`src/rtl/watchdog_bank_pkg.sv`:
```
// Shared definitions for the watchdog bank: channel-index sizing and the
// per-channel action decode used by every timer channel.
package watchdog_bank_pkg;

    localparam int MAX_CHANNELS = 16;

    typedef enum logic [2:0] {
        ACT_DISABLE,
        ACT_KICK,
        ACT_EXPIRE,
        ACT_COUNT,
        ACT_HOLD
    } chan_action_e;

    function automatic int chan_bits(input int channels);
        return (channels > 1) ? $clog2(channels) : 1;
    endfunction

    // Disable beats kick, and kick beats a simultaneous tick; an expired
    // channel ignores ticks until it is restarted.
    function automatic chan_action_e chan_action(
        input logic enable,
        input logic kick,
        input logic tick,
        input logic expired,
        input logic at_limit
    );
        chan_action_e action;
        if (!enable)
            action = ACT_DISABLE;
        else if (kick)
            action = ACT_KICK;
        else if (tick && !expired && at_limit)
            action = ACT_EXPIRE;
        else if (tick && !expired)
            action = ACT_COUNT;
        else
            action = ACT_HOLD;
        return action;
    endfunction

endpackage

```
`src/rtl/watchdog_bank_if.sv`:
```
// Control/status bundle between a protocol front-end (master) and the
// watchdog bank (slave).
interface watchdog_bank_if
    import watchdog_bank_pkg::*;
#(
    parameter int CHANNELS   = 4,
    parameter int COUNT_BITS = 8
);
    localparam int CHAN_BITS = chan_bits(CHANNELS);

    logic [CHANNELS-1:0]   enable;
    logic [CHANNELS-1:0]   kick;
    logic                  load_en;
    logic [CHAN_BITS-1:0]  load_chan;
    logic [COUNT_BITS-1:0] load_value;
    logic [CHANNELS-1:0]   expired;
    logic [CHANNELS-1:0]   expire_pulse;
    logic                  any_expired;

    modport master (
        output enable, kick, load_en, load_chan, load_value,
        input  expired, expire_pulse, any_expired
    );

    modport slave (
        input  enable, kick, load_en, load_chan, load_value,
        output expired, expire_pulse, any_expired
    );

endinterface

```
`src/rtl/wdt_prescaler.sv`:
```
// Free-running prescaler; tick is high for the single cycle the counter is
// all-ones, so one tick every 2**PRESCALE_BITS clocks.
module wdt_prescaler #(
    parameter int PRESCALE_BITS = 10
) (
    input  logic clk,
    input  logic reset,
    output logic tick
);

    logic [PRESCALE_BITS-1:0] count;

    // NOTE: sequential state uses non-blocking assignments so every register
    // samples pre-edge values regardless of process ordering.
    always_ff @(posedge clk or posedge reset) begin
        if (reset)
            count <= '0;
        else
            count <= count + 1'b1;
    end

    assign tick = &count;

endmodule

```
`src/rtl/watchdog_bank.sv`:
```
// Bank of independent watchdog timers sharing one prescaler; each channel
// counts prescaler ticks since its last kick and flags expiry past its limit.
module watchdog_bank
    import watchdog_bank_pkg::*;
#(
    parameter int CHANNELS         = 4,
    parameter int PRESCALE_BITS    = 10,
    parameter int COUNT_BITS       = 8,
    parameter bit EXPIRED_ON_RESET = 1'b1
) (
    input  logic            clk,
    input  logic            reset,
    watchdog_bank_if.slave  bus
);

    localparam int CHAN_BITS = chan_bits(CHANNELS);

    logic                tick;
    logic [CHANNELS-1:0] expired_q;
    logic [CHANNELS-1:0] pulse_q;
    logic                any_q;

    wdt_prescaler #(
        .PRESCALE_BITS(PRESCALE_BITS)
    ) u_prescaler (
        .clk  (clk),
        .reset(reset),
        .tick (tick)
    );

    for (genvar i = 0; i < CHANNELS; i++) begin : g_chan
        logic [COUNT_BITS-1:0] count;
        logic [COUNT_BITS-1:0] limit;
        logic                  exp_r;
        logic                  pulse_r;
        logic                  load_hit;
        chan_action_e          action;

        // Matching against in-range indices only drops writes to absent channels.
        assign load_hit = bus.load_en && (bus.load_chan == CHAN_BITS'(i));

        always_comb begin
            action = chan_action(bus.enable[i], bus.kick[i], tick, exp_r,
                                 count >= limit);
        end

        // NOTE: the limit registers are reset too, so a fresh bank always
        // starts with the longest timeout rather than an undefined one.
        always_ff @(posedge clk or posedge reset) begin
            if (reset) begin
                count   <= '0;
                limit   <= '1;
                exp_r   <= EXPIRED_ON_RESET;
                pulse_r <= 1'b0;
            end else begin
                pulse_r <= 1'b0;
                if (load_hit)
                    limit <= bus.load_value;
                case (action)
                    ACT_DISABLE, ACT_KICK: begin
                        count <= '0;
                        exp_r <= 1'b0;
                    end
                    ACT_EXPIRE: begin
                        exp_r   <= 1'b1;
                        pulse_r <= 1'b1;
                    end
                    ACT_COUNT: count <= count + 1'b1;
                    default: ;
                endcase
            end
        end

        assign expired_q[i] = exp_r;
        assign pulse_q[i]   = pulse_r;
    end

    always_ff @(posedge clk or posedge reset) begin
        if (reset)
            any_q <= EXPIRED_ON_RESET;
        else
            any_q <= |expired_q;
    end

    assign bus.expired      = expired_q;
    assign bus.expire_pulse = pulse_q;
    assign bus.any_expired  = any_q;

endmodule

```
`src/flat_wrapper.sv`:
```
// flat-port wrapper written by rule: the top's interface ports become plain ports
module watchdog_bank_flat import watchdog_bank_pkg::*;
#(
    parameter int CHANNELS         = 4,
    parameter int PRESCALE_BITS    = 10,
    parameter int COUNT_BITS       = 8,
    parameter bit EXPIRED_ON_RESET = 1'b1
)
  (clk, reset, bus_enable, bus_kick, bus_load_en, bus_load_chan, bus_load_value, bus_expired, bus_expire_pulse, bus_any_expired);
  watchdog_bank_if #(.CHANNELS(CHANNELS), .COUNT_BITS(COUNT_BITS)) bus_i ();
  input  logic clk;
  input  logic reset;
  input wire logic [$bits(bus_i.enable)-1:0] bus_enable;
  input wire logic [$bits(bus_i.kick)-1:0] bus_kick;
  input wire logic [$bits(bus_i.load_en)-1:0] bus_load_en;
  input wire logic [$bits(bus_i.load_chan)-1:0] bus_load_chan;
  input wire logic [$bits(bus_i.load_value)-1:0] bus_load_value;
  output wire logic [$bits(bus_i.expired)-1:0] bus_expired;
  output wire logic [$bits(bus_i.expire_pulse)-1:0] bus_expire_pulse;
  output wire logic [$bits(bus_i.any_expired)-1:0] bus_any_expired;
  assign bus_i.enable = bus_enable;
  assign bus_i.kick = bus_kick;
  assign bus_i.load_en = bus_load_en;
  assign bus_i.load_chan = bus_load_chan;
  assign bus_i.load_value = bus_load_value;
  assign bus_expired = bus_i.expired;
  assign bus_expire_pulse = bus_i.expire_pulse;
  assign bus_any_expired = bus_i.any_expired;
  watchdog_bank #(.CHANNELS(CHANNELS), .PRESCALE_BITS(PRESCALE_BITS), .COUNT_BITS(COUNT_BITS), .EXPIRED_ON_RESET(EXPIRED_ON_RESET)) u_core (.clk(clk), .reset(reset), .bus(bus_i));
endmodule
```
`config.mk`:
```
export PLATFORM = sky130hd
export DESIGN_NAME = watchdog_bank_flat
export DESIGN_NICKNAME = d
export VERILOG_FILES = /design/src/rtl/watchdog_bank_pkg.sv /design/src/rtl/watchdog_bank_if.sv /design/src/rtl/wdt_prescaler.sv /design/src/rtl/watchdog_bank.sv /design/src/flat_wrapper.sv
export SDC_FILE = /design/constraint.sdc
export NUM_CORES = 1
export LEC_CHECK = 0
export CAP_MARGIN = 30
export CORE_MARGIN = 2
export CORE_UTILIZATION = 50
export CTS_CLUSTER_DIAMETER = 40
export DETAILED_ROUTE_END_ITERATION = 8
export GPL_ROUTABILITY_DRIVEN = 0
export PLACE_DENSITY = 0.77
export SYNTH_ARGS = -nofsm -noshare
export SYNTH_HDL_FRONTEND = slang
export SYNTH_SLANG_ARGS = --single-unit
```
`constraint.sdc`:
```
create_clock -name clk -period 4.4 [get_ports clk]
set_input_delay 1.1 -clock clk [delete_from_list [all_inputs] [get_ports clk]]
set_output_delay 1.1 -clock clk [all_outputs]
set_load 0.01 [all_outputs]
```
==> results list <==
- Outcome: complete, no violations
* Post-Syn Area: 4590 um2
* Arrival time of data at the critical path endpoint: 2.85 ns
- Ant. Diodes: 0
* Net count after synthesis: 496
* First-pass GRT wire length: 15,600 um
- Vias in the first global route: 3,305
* Root cell of the clock tree: clkbuf_8
* I/O Buffers: 29
* Total vias in the final route: 3,268
- Static timing analysis puts the maximum clock frequency at 383 MHz.
- CP Data Required Time: 4.64 ns
* Clock slew at reported path FFs: 0.09 ns
- Along the worst path, the maximum fanout reaches 11.
* Nature of the critical path endpoint: flop
- Synthesis-to-layout area growth: 12.2%
- For the worst flop-to-flop path, the logic depth is 8.
* Setup repair after global routing missed its margin: false
* Worst reg2reg startpoint: u_core.g_chan[2].limit[1]
* Placement-stage cell area: 4940 um2
- Number of synthesized register bits: 83
- Clock skew: 0.0158 ns
- Overall power consumption after layout is estimated at 0.00166 W.
* Final setup violation count: 0
- In this run the remaining antenna-violating nets after routing total 0.
* Vias per Instance: 5.62
* Crit share post-route: 59.3%
* Sum of negative setup slack: 0 ns
* Clock tree from TritonCTS: built
* Hold Path Origin: u_core.u_prescaler.count[0]
* Placeable core area: 8810 um2
- The largest single stage delay on the critical path is 0.42 ns.
- The die is 99.8 um tall.
- Number of max-cap violations: 0
* Die Footprint: 9970 um2
* Crit path launch type: input pin
- For this run the aggregate overflow at the end of global routing stands at 0.
- Latest clock arrival within the worst-skew pair: 0.35 ns
- Sequential cells were found to cover 46.2% of the synthesized design area.
- Number of cells on the worst hold path: 1
- The tightest min-delay check is of the reg -> reg type.
- In this run the static leakage power is 2.43 nW.
* Sinks on Clock Net: 83
- Number of slew-limit violations in the final report: 0
- The first detailed-routing pass took 5 iterations.
- The signal on the critical path passes through clkdlybuf4s50_1 > nand4bb_1 > nor4_1 > o311ai_1 > buf_4 > and2_1 > a21o_1.
- The number of setup buffers added after CTS is 0.
* Average instance area after synthesis: 10.5 um2
- Most common cell after layout, fill and taps aside: dfrtp_1
- The floorplan has 34 rows.
- Max rail drop VDD: 0.233 mV
- First-iteration detailed-routing DRC count: 111
- Cell area power density: 323 nW/um2
- Worst hold endpoint: u_core.u_prescaler.count[0]
* CTS Hold Buffers Added: 0
- Commonest non-fill, non-tap cells in the layout: dfrtp_1 (46), inv_1 (38), ha_1 (37), dfstp_2 (37), clkdlybuf4s50_1 (29)
* Initial antenna violation count: 0
* Post-DP HPWL: 6890 um
* Reg-to-reg endpoint: u_core.g_chan[2].count[5]
* Number of levels in the clock H-tree: 3
* Post-DR wirelength/cell: 15.8 um
- Entering global routing, the biggest net connects 45 pins.
- Synthesis warning total: 0
- Final layout net count: 526
* Synth unique cells: 35
- Min cycle time layout: 2.61 ns
- Tracing the worst setup path back leads to its startpoint at bus_kick[0].
* Die Span X: 99.8 um
- For this run, design rule violations remaining after detail routing come to 0.
- The count of cells in the finished layout, fillers not included, comes to 581.
* Sum of routed wire length over all layers: 9170 um
- Cells resized by post-CTS repair: 0
* Final hold violations: 0
- Number of instances in the placed design: 565
- Once layout is done, the placed cells without fillers occupy 5150 um2.
* Layout cells sized above 1: 20.9%
- Slowest stage cell, crit path: clkdlybuf4s50_1
* Initial cell density of the core: 52.1%
* Worst Tran Pin Value: 0.766 ns
- Total GRT Usage: 19.8%
* Class of the most critical setup path: in -> reg
- Maximum clock path buffer count: 2
- During I/O placement, the number of pins put on the boundary was 30.
* Worst reg2reg setup slack: 2.05 ns
* TritonCTS Buffers: 9
- Counting every instance in the synthesized netlist gives 438.
- Relative slew slack: 48.5%
==> cell families (layout without fill, tap and decap cells) <==
family / after synthesis / count (layout) / synth area share [%]
adder cells (fa/ha/maj): 37 / 37 / 10.1
AO/OA/AOI/OAI: 95 / 95 / 13.3
multiplexers: 25 / 25 / 6.13
flip-flops: 83 / 83 / 46.2
XOR/XNOR: 12 / 12 / 2.29
buffers and inverters: 57 / 92 / 5.97
AND/OR/NAND/NOR: 129 / 129 / 16.0
==> where the power goes <==
group	total, W	internal [W]	switching (W)
combinational	0.000216	0.000104	0.000112
sequential	0.000881	0.000856	0.0000250
clock	0.000564	0.000293	0.000271
total	0.00166	0.00125	0.000409
==> through the flow <==
stage                     utilization [%]  setup WS, ns  hold WS [ns]
after floorplan                         -          1.22         0.422
final                                58.5          1.79         0.452
after detailed placement             56.2          1.40         0.446
after global routing                 58.5          1.67         0.485
after global placement               56.1          1.21         0.435
after CTS                            58.5          1.80         0.460
==> how the worst max path moves through the flow <==
| stage | cells after the start | to | slack, ns |
|---|---|---|---|
| 6_report | 7 | u_core.g_chan[0].count[3] | 1.79 |
| 5_1_grt | 6 | u_core.g_chan[1].count[2] | 1.67 |
| 4_1_cts | 7 | u_core.g_chan[0].count[3] | 1.80 |
| 3_5_place_dp | 7 | u_core.g_chan[0].count[3] | 1.40 |
| 3_3_place_gp | 6 | u_core.g_chan[1].count[6] | 1.21 |
| 2_1_floorplan | 1 | u_core.g_chan[0].count[0] | 1.22 |
==> per-layer routing <==
layer	track usage [%]	wire, um	vias up
li1	-	-	1589
met1	25.5	4290	1631
met2	33.4	4510	35
met3	3.90	208	13
met4	6.95	160	0
met5	0	0	-
==> Yosys cell counts (all sizes together) <==
cell     count  area, um2
dfrtp       46       1150
inv         39        146
dfstp       37        972
ha          37        463
a21oi       32        175
a21o        28        210
nand2       28        105
nand3       26        130
mux2        25        282
o21ai       19       95.1
nand2b      16        100
buf         12        105
or2         10       62.6
or3         10       62.6
xnor2        9       78.8
nor2         6       22.5
nor4         6       37.5
clkbuf       5       18.8
or4          5       37.5
and2         4       25.0
and4b        4       40.0
nand4bb      4       45.0
nor2b        4       25.0
o21a         4       30.0
o2bb2ai      4       35.0
o311ai       4       35.0
o31ai        4       30.0
xor2         3       26.3
and3         2       12.5
nand3b       2       15.0
clkinv       1       3.75
nand4        1       6.26
nor3b        1       7.51
==> layout make-up <==
class                      instances  area [um2]
fill                             759        3660
multi-input combinational        298        2190
sequential                        83        2120
timing repair buffer              36         340
clock buffer                      12         155
inverter                          40         151
tap                              108         135
clock inverter                     4        50.0
==> critical path, delay by kind of cell <==
kind | cells | cell delay, ns
simple gates | 3 | 0.72
buf+inv | 2 | 0.63
compound gates | 2 | 0.39
==> flip-flops by register name (all words and copies together), names as in the netlist <==
register	cells
u_core.g_chan.count	32
u_core.g_chan.limit	32
u_core.u_prescaler.count	10
u_core.g_chan.exp_r	4
u_core.g_chan.pulse_r	4
u_core.bus.any_expired	1
Note: power is estimated with default switching activity, not from simulation.
==> patch 1 (same settings) <==
Make the reset (`reset`) synchronous in 3 clocked blocks.
--- a/src/rtl/wdt_prescaler.sv
+++ b/src/rtl/wdt_prescaler.sv
@@ -12,7 +12,7 @@
 
     // NOTE: sequential state uses non-blocking assignments so every register
     // samples pre-edge values regardless of process ordering.
-    always_ff @(posedge clk or posedge reset) begin
+    always_ff @(posedge clk) begin
         if (reset)
             count <= '0;
         else
--- a/src/rtl/watchdog_bank.sv
+++ b/src/rtl/watchdog_bank.sv
@@ -46,7 +46,7 @@
 
         // NOTE: the limit registers are reset too, so a fresh bank always
         // starts with the longest timeout rather than an undefined one.
-        always_ff @(posedge clk or posedge reset) begin
+        always_ff @(posedge clk) begin
             if (reset) begin
                 count   <= '0;
                 limit   <= '1;
@@ -75,7 +75,7 @@
         assign pulse_q[i]   = pulse_r;
     end
 
-    always_ff @(posedge clk or posedge reset) begin
+    always_ff @(posedge clk) begin
         if (reset)
             any_q <= EXPIRED_ON_RESET;
         else
Check against the original RTL: differs if reset is asserted again (counterexample within 4 cycles, from zero or initial values and one cycle with reset high); with reset held inactive, the same outputs for 10 cycles.
==> patch 1 against the unedited design <==
- wire length is 6.2% lower
- register-to-register slack worse by 0.07 ns
- count of clock-buffer cells in the layout stayed put
- design area is 9.1% lower
- clock skew is 0.010 ns lower
- worst setup slack worse by 0.059 ns
- area after synthesis is 8.0% lower
- critical path depth stayed put
- sequential cell count stayed put
Power is not compared: it rests on default switching activity, and its combinational part moved more than twofold at a synthesized area within 25%.
==> patch 1: results (changes against the unedited design) <==
Outcome:
- Outcome: finished, final reports clean (unchanged).

Layout:
- The share of cells above drive strength 1 is 5.85% (was 20.9%).
- The total of fill cells in the finished design is 748 (was 759).

Setup path:
- The signal arrival time at the worst endpoint came to 2.96 ns (was 2.85 ns).
- The endpoint of the lowest-slack register-to-register path is u_core.g_chan[0].count[7] (was u_core.g_chan[2].count[5]).
- The cell count of the worst reg-to-reg path is 6 (was 8).
- The origin of the critical flop-to-flop path is u_core.u_prescaler.count[0] (was u_core.g_chan[2].limit[1]).
- The origin of the worst setup path is reset (was bus_kick[0]).
- The category of cells accounting for the largest share of critical-path delay is buffers and inverters (was simple AND/OR/NAND/NOR gates).

Power:
- After layout, the design draws a total of between 1 and 1.5 mW.

Drt:
- The detailed-routing wirelength on met1 is 4040 um (was 4290 um).
- The number of optimization iterations in the first detailed-route pass is 4 (was 5).
- The routed length per placed instance came to 14.3 um (was 15.8 um).

Logic synthesis:
- The net count after synthesis is 532 (was 496).
- The number of standard cells after synthesis is 474 (was 438).
- The most instantiated flip-flop cell in the synthesis netlist is sky130_fd_sc_hd__dfxtp_1 (was sky130_fd_sc_hd__dfrtp_1).
- Cell types occupying the most area after synthesis: sky130_fd_sc_hd__dfxtp_1 (39%), sky130_fd_sc_hd__ha_1 (11%), sky130_fd_sc_hd__o211ai_1 (5.7%), sky130_fd_sc_hd__nand2_1 (4.2%), sky130_fd_sc_hd__inv_1 (3.5%) (was sky130_fd_sc_hd__dfrtp_1 (25%), sky130_fd_sc_hd__dfstp_2 (21%), sky130_fd_sc_hd__ha_1 (10%), sky130_fd_sc_hd__mux2_2 (6.1%), sky130_fd_sc_hd__a21o_1 (4.6%)).
- The multiplexer share of the synthesized area is 1.18% (was 6.13%).
- The proportion of synthesized flip-flops having asynchronous set or reset is 0% (was 100%).
- Commonest cells in the synthesized netlist: sky130_fd_sc_hd__dfxtp_1 (83), sky130_fd_sc_hd__nand2_1 (47), sky130_fd_sc_hd__inv_1 (39), sky130_fd_sc_hd__ha_1 (37), sky130_fd_sc_hd__o211ai_1 (32) (was sky130_fd_sc_hd__dfrtp_1 (46), sky130_fd_sc_hd__inv_1 (39), sky130_fd_sc_hd__dfstp_2 (37), sky130_fd_sc_hd__ha_1 (37)).

Place:
- The post-placement cell area came to 4520 um^2 (was 4940 um^2).
- The post-placement setup slack came to 1.39 ns (was 1.40 ns).
- The HPWL reported at the end of detailed placement came to 6420 um (was 6890 um).

GRT:
- The met3 usage in global routing is 5.01% (was 3.90%).
- The met1 track demand over resource is 27.0% (was 25.5%).
- The global-route wire length before repair is 15,300 um (was 15,600 um).

STA:
- The tightest slew margin relative to the limit is 37.7% (was 48.5%).
## patch 1: cell types whose count changed in the layout (fill, tap and decap cells not counted), moves of 19 or more
cell / before / now
sky130_fd_sc_hd__nand2_1: 28 / 47
sky130_fd_sc_hd__mux2_2: 25 / 0
sky130_fd_sc_hd__dfrtp_1: 46 / 0
sky130_fd_sc_hd__dfxtp_1: 0 / 83
sky130_fd_sc_hd__a21o_1: 28 / 4
sky130_fd_sc_hd__o211ai_1: 0 / 32
sky130_fd_sc_hd__nor2_1: 6 / 30
sky130_fd_sc_hd__dfstp_2: 37 / 0
## patch 1: area by class of cell
type	count	share of cell area (%)
sequential	83	35.5
clock inverter	3	0.321
timing repair buffer	32	6.68
multi-input combinational	326	48.4
clock buffer	12	3.10
inverter	40	3.21
tap	105	2.81
## patch 1: per-stage QoR
step	std cells	util (%)
global placement	586	55.0
floorplan	474	-
global route	601	57.0
detailed placement	586	55.0
finish	601	57.0
CTS	601	57.0
==> patch 2 (same flow settings) <==
Made on the original files. `COUNT_BITS` is set to 8 in 3 places; all go to 10.
--- a/src/rtl/watchdog_bank_if.sv
+++ b/src/rtl/watchdog_bank_if.sv
@@ -4,7 +4,7 @@
     import watchdog_bank_pkg::*;
 #(
     parameter int CHANNELS   = 4,
-    parameter int COUNT_BITS = 8
+    parameter int COUNT_BITS = 10
 );
     localparam int CHAN_BITS = chan_bits(CHANNELS);
 
--- a/src/rtl/watchdog_bank.sv
+++ b/src/rtl/watchdog_bank.sv
@@ -5,7 +5,7 @@
 #(
     parameter int CHANNELS         = 4,
     parameter int PRESCALE_BITS    = 10,
-    parameter int COUNT_BITS       = 8,
+    parameter int COUNT_BITS       = 10,
     parameter bit EXPIRED_ON_RESET = 1'b1
 ) (
     input  logic            clk,
--- a/src/flat_wrapper.sv
+++ b/src/flat_wrapper.sv
@@ -3,7 +3,7 @@
 #(
     parameter int CHANNELS         = 4,
     parameter int PRESCALE_BITS    = 10,
-    parameter int COUNT_BITS       = 8,
+    parameter int COUNT_BITS       = 10,
     parameter bit EXPIRED_ON_RESET = 1'b1
 )
   (clk, reset, bus_enable, bus_kick, bus_load_en, bus_load_chan, bus_load_value, bus_expired, bus_expire_pulse, bus_any_expired);
Interface: changed (resized bus_load_value); port bits go from 30 to 32. The function was not compared with the original's and may differ.
==> patch 2 against the unedited design <==
- combinational power rose by 14%
- final cell count up 20%
- clock power is 24% higher
- sequential cell count increased by 16
- first-iteration DRC count rose by 35%
- count of clock-buffer cells in the layout fell by 2
- area after synthesis rose by 17%
- fmax decreased by 15%
- total power up 21%
- wire length grew 16%
- critical path depth decreased by 1
- design area increased by 17%
- worst setup slack worse by 0.47 ns
- critical path type unchanged
==> patch 2: results (changes against the unedited design) <==
Drt:
- The via count of the routed design came to 3,952 (was 3,268).
- The number of optimization iterations in the first detailed-route pass is 4 (was 5).
- The number of DRC violations after detailed-routing iteration 0 is 150 (was 111).
- The mean number of vias per cell is 5.65 (was 5.62).

Layout:
- The count of nets after finishing is 627 (was 526).
- The share of cell area taken by multi-input logic gates is 42.3% (was 42.6%).
- The non-clock inverter instance count of the final layout is 53 (was 40).
- The multi-input combinational cell count is 363 (was 298).
- The layout sequential cell count is 99 (was 83).
- Registers with the most flip-flops: u_core.g_chan.count (40), u_core.g_chan.limit (40), u_core.u_prescaler.count (10) (was u_core.g_chan.count (32), u_core.g_chan.limit (32), u_core.u_prescaler.count (10)).
- The clock tree buffer count of the final layout was 10 (was 12).

Clocking:
- The clock latency at the later pin of the worst-skew pair is 0.37 ns (was 0.35 ns).

Power:
- The power density of the placed cells is 332 nW/um^2 (was 323 nW/um^2).

Place:
- The number of buffers inserted by port buffering was 31 (was 29).
- The instance count after placement with tap cells included is 684 (was 565).
- The post-placement cell area was 5790 um^2 (was 4940 um^2).
- The HPWL reported at the end of detailed placement is 7840 um (was 6890 um).

Logic synthesis:
- Commonest cells in the synthesized netlist: sky130_fd_sc_hd__dfrtp_1 (54), sky130_fd_sc_hd__inv_1 (53), sky130_fd_sc_hd__dfstp_2 (45), sky130_fd_sc_hd__ha_1 (45), sky130_fd_sc_hd__o21ai_0 (43) (was sky130_fd_sc_hd__dfrtp_1 (46), sky130_fd_sc_hd__inv_1 (39), sky130_fd_sc_hd__dfstp_2 (37), sky130_fd_sc_hd__ha_1 (37)).
- The distinct cell type count after synthesis is 43 (was 35).
- The number of standard cells after synthesis came to 534 (was 438).
- The portion of the post-synthesis area used by sequential elements is 47.0% (was 46.2%).
- The synthesized cell area is 5400 um^2 (was 4590 um^2).

Setup path:
- The origin of the critical flop-to-flop path was u_core.g_chan[0].limit[9] (was u_core.g_chan[2].limit[1]).
- The signal arrival time at the worst endpoint is 3.34 ns (was 2.85 ns).
- The destination of the critical timing path is u_core.g_chan[1].count[4] (was u_core.g_chan[0].count[3]).
- The endpoint of the lowest-slack register-to-register path is u_core.g_chan[0].count[8] (was u_core.g_chan[2].count[5]).
- The biggest fanout along the worst timing path is 19 (was 11).

GRT:
- The global-route wire length before repair is 18,600 um (was 15,600 um).

Worst hold path:
- The launch point of the worst hold path is u_core.u_prescaler.count[9] (was u_core.u_prescaler.count[0]).

Outcome:
- Outcome: finished, final reports clean (unchanged).

STA:
- The transition time at the pin with the least slew margin is 0.692 ns (was 0.766 ns).
patch 2: cell families after synthesis:
group           after synthesis  synth area share (%)
simple gates                162                  15.5
fa+ha+maj                    45                  10.4
buf+inv                      72                  5.84
flops                        99                  47.0
compound gates              107                  11.8
xor+xnor                     15                  2.43
mux                          34                  7.03
patch 2: per-layer routing:
layer	GRT usage [%]	up-vias	share of wire, %
met3	3.57	16	4.1
met2	34.8	69	49
met1	26.2	1947	45
met4	6.78	0	1.4
li1	-	1920	-
met5	0	-	0
patch 2: worst max-delay path, stage by stage:
cell	delay, ns
sky130_fd_sc_hd__clkdlybuf4s50_1	0.45
sky130_fd_sc_hd__nor2b_1	0.35
sky130_fd_sc_hd__or3b_1	0.41
sky130_fd_sc_hd__a211o_1	0.44
sky130_fd_sc_hd__and2_4	0.29
sky130_fd_sc_hd__a211o_1	0.30
patch 2: power breakdown:
| part | internal, mW | switching (mW) |
|---|---|---|
| combinational | 0.118 | 0.128 |
| clock | 0.379 | 0.320 |
| sequential | 1.03 | 0.0323 |
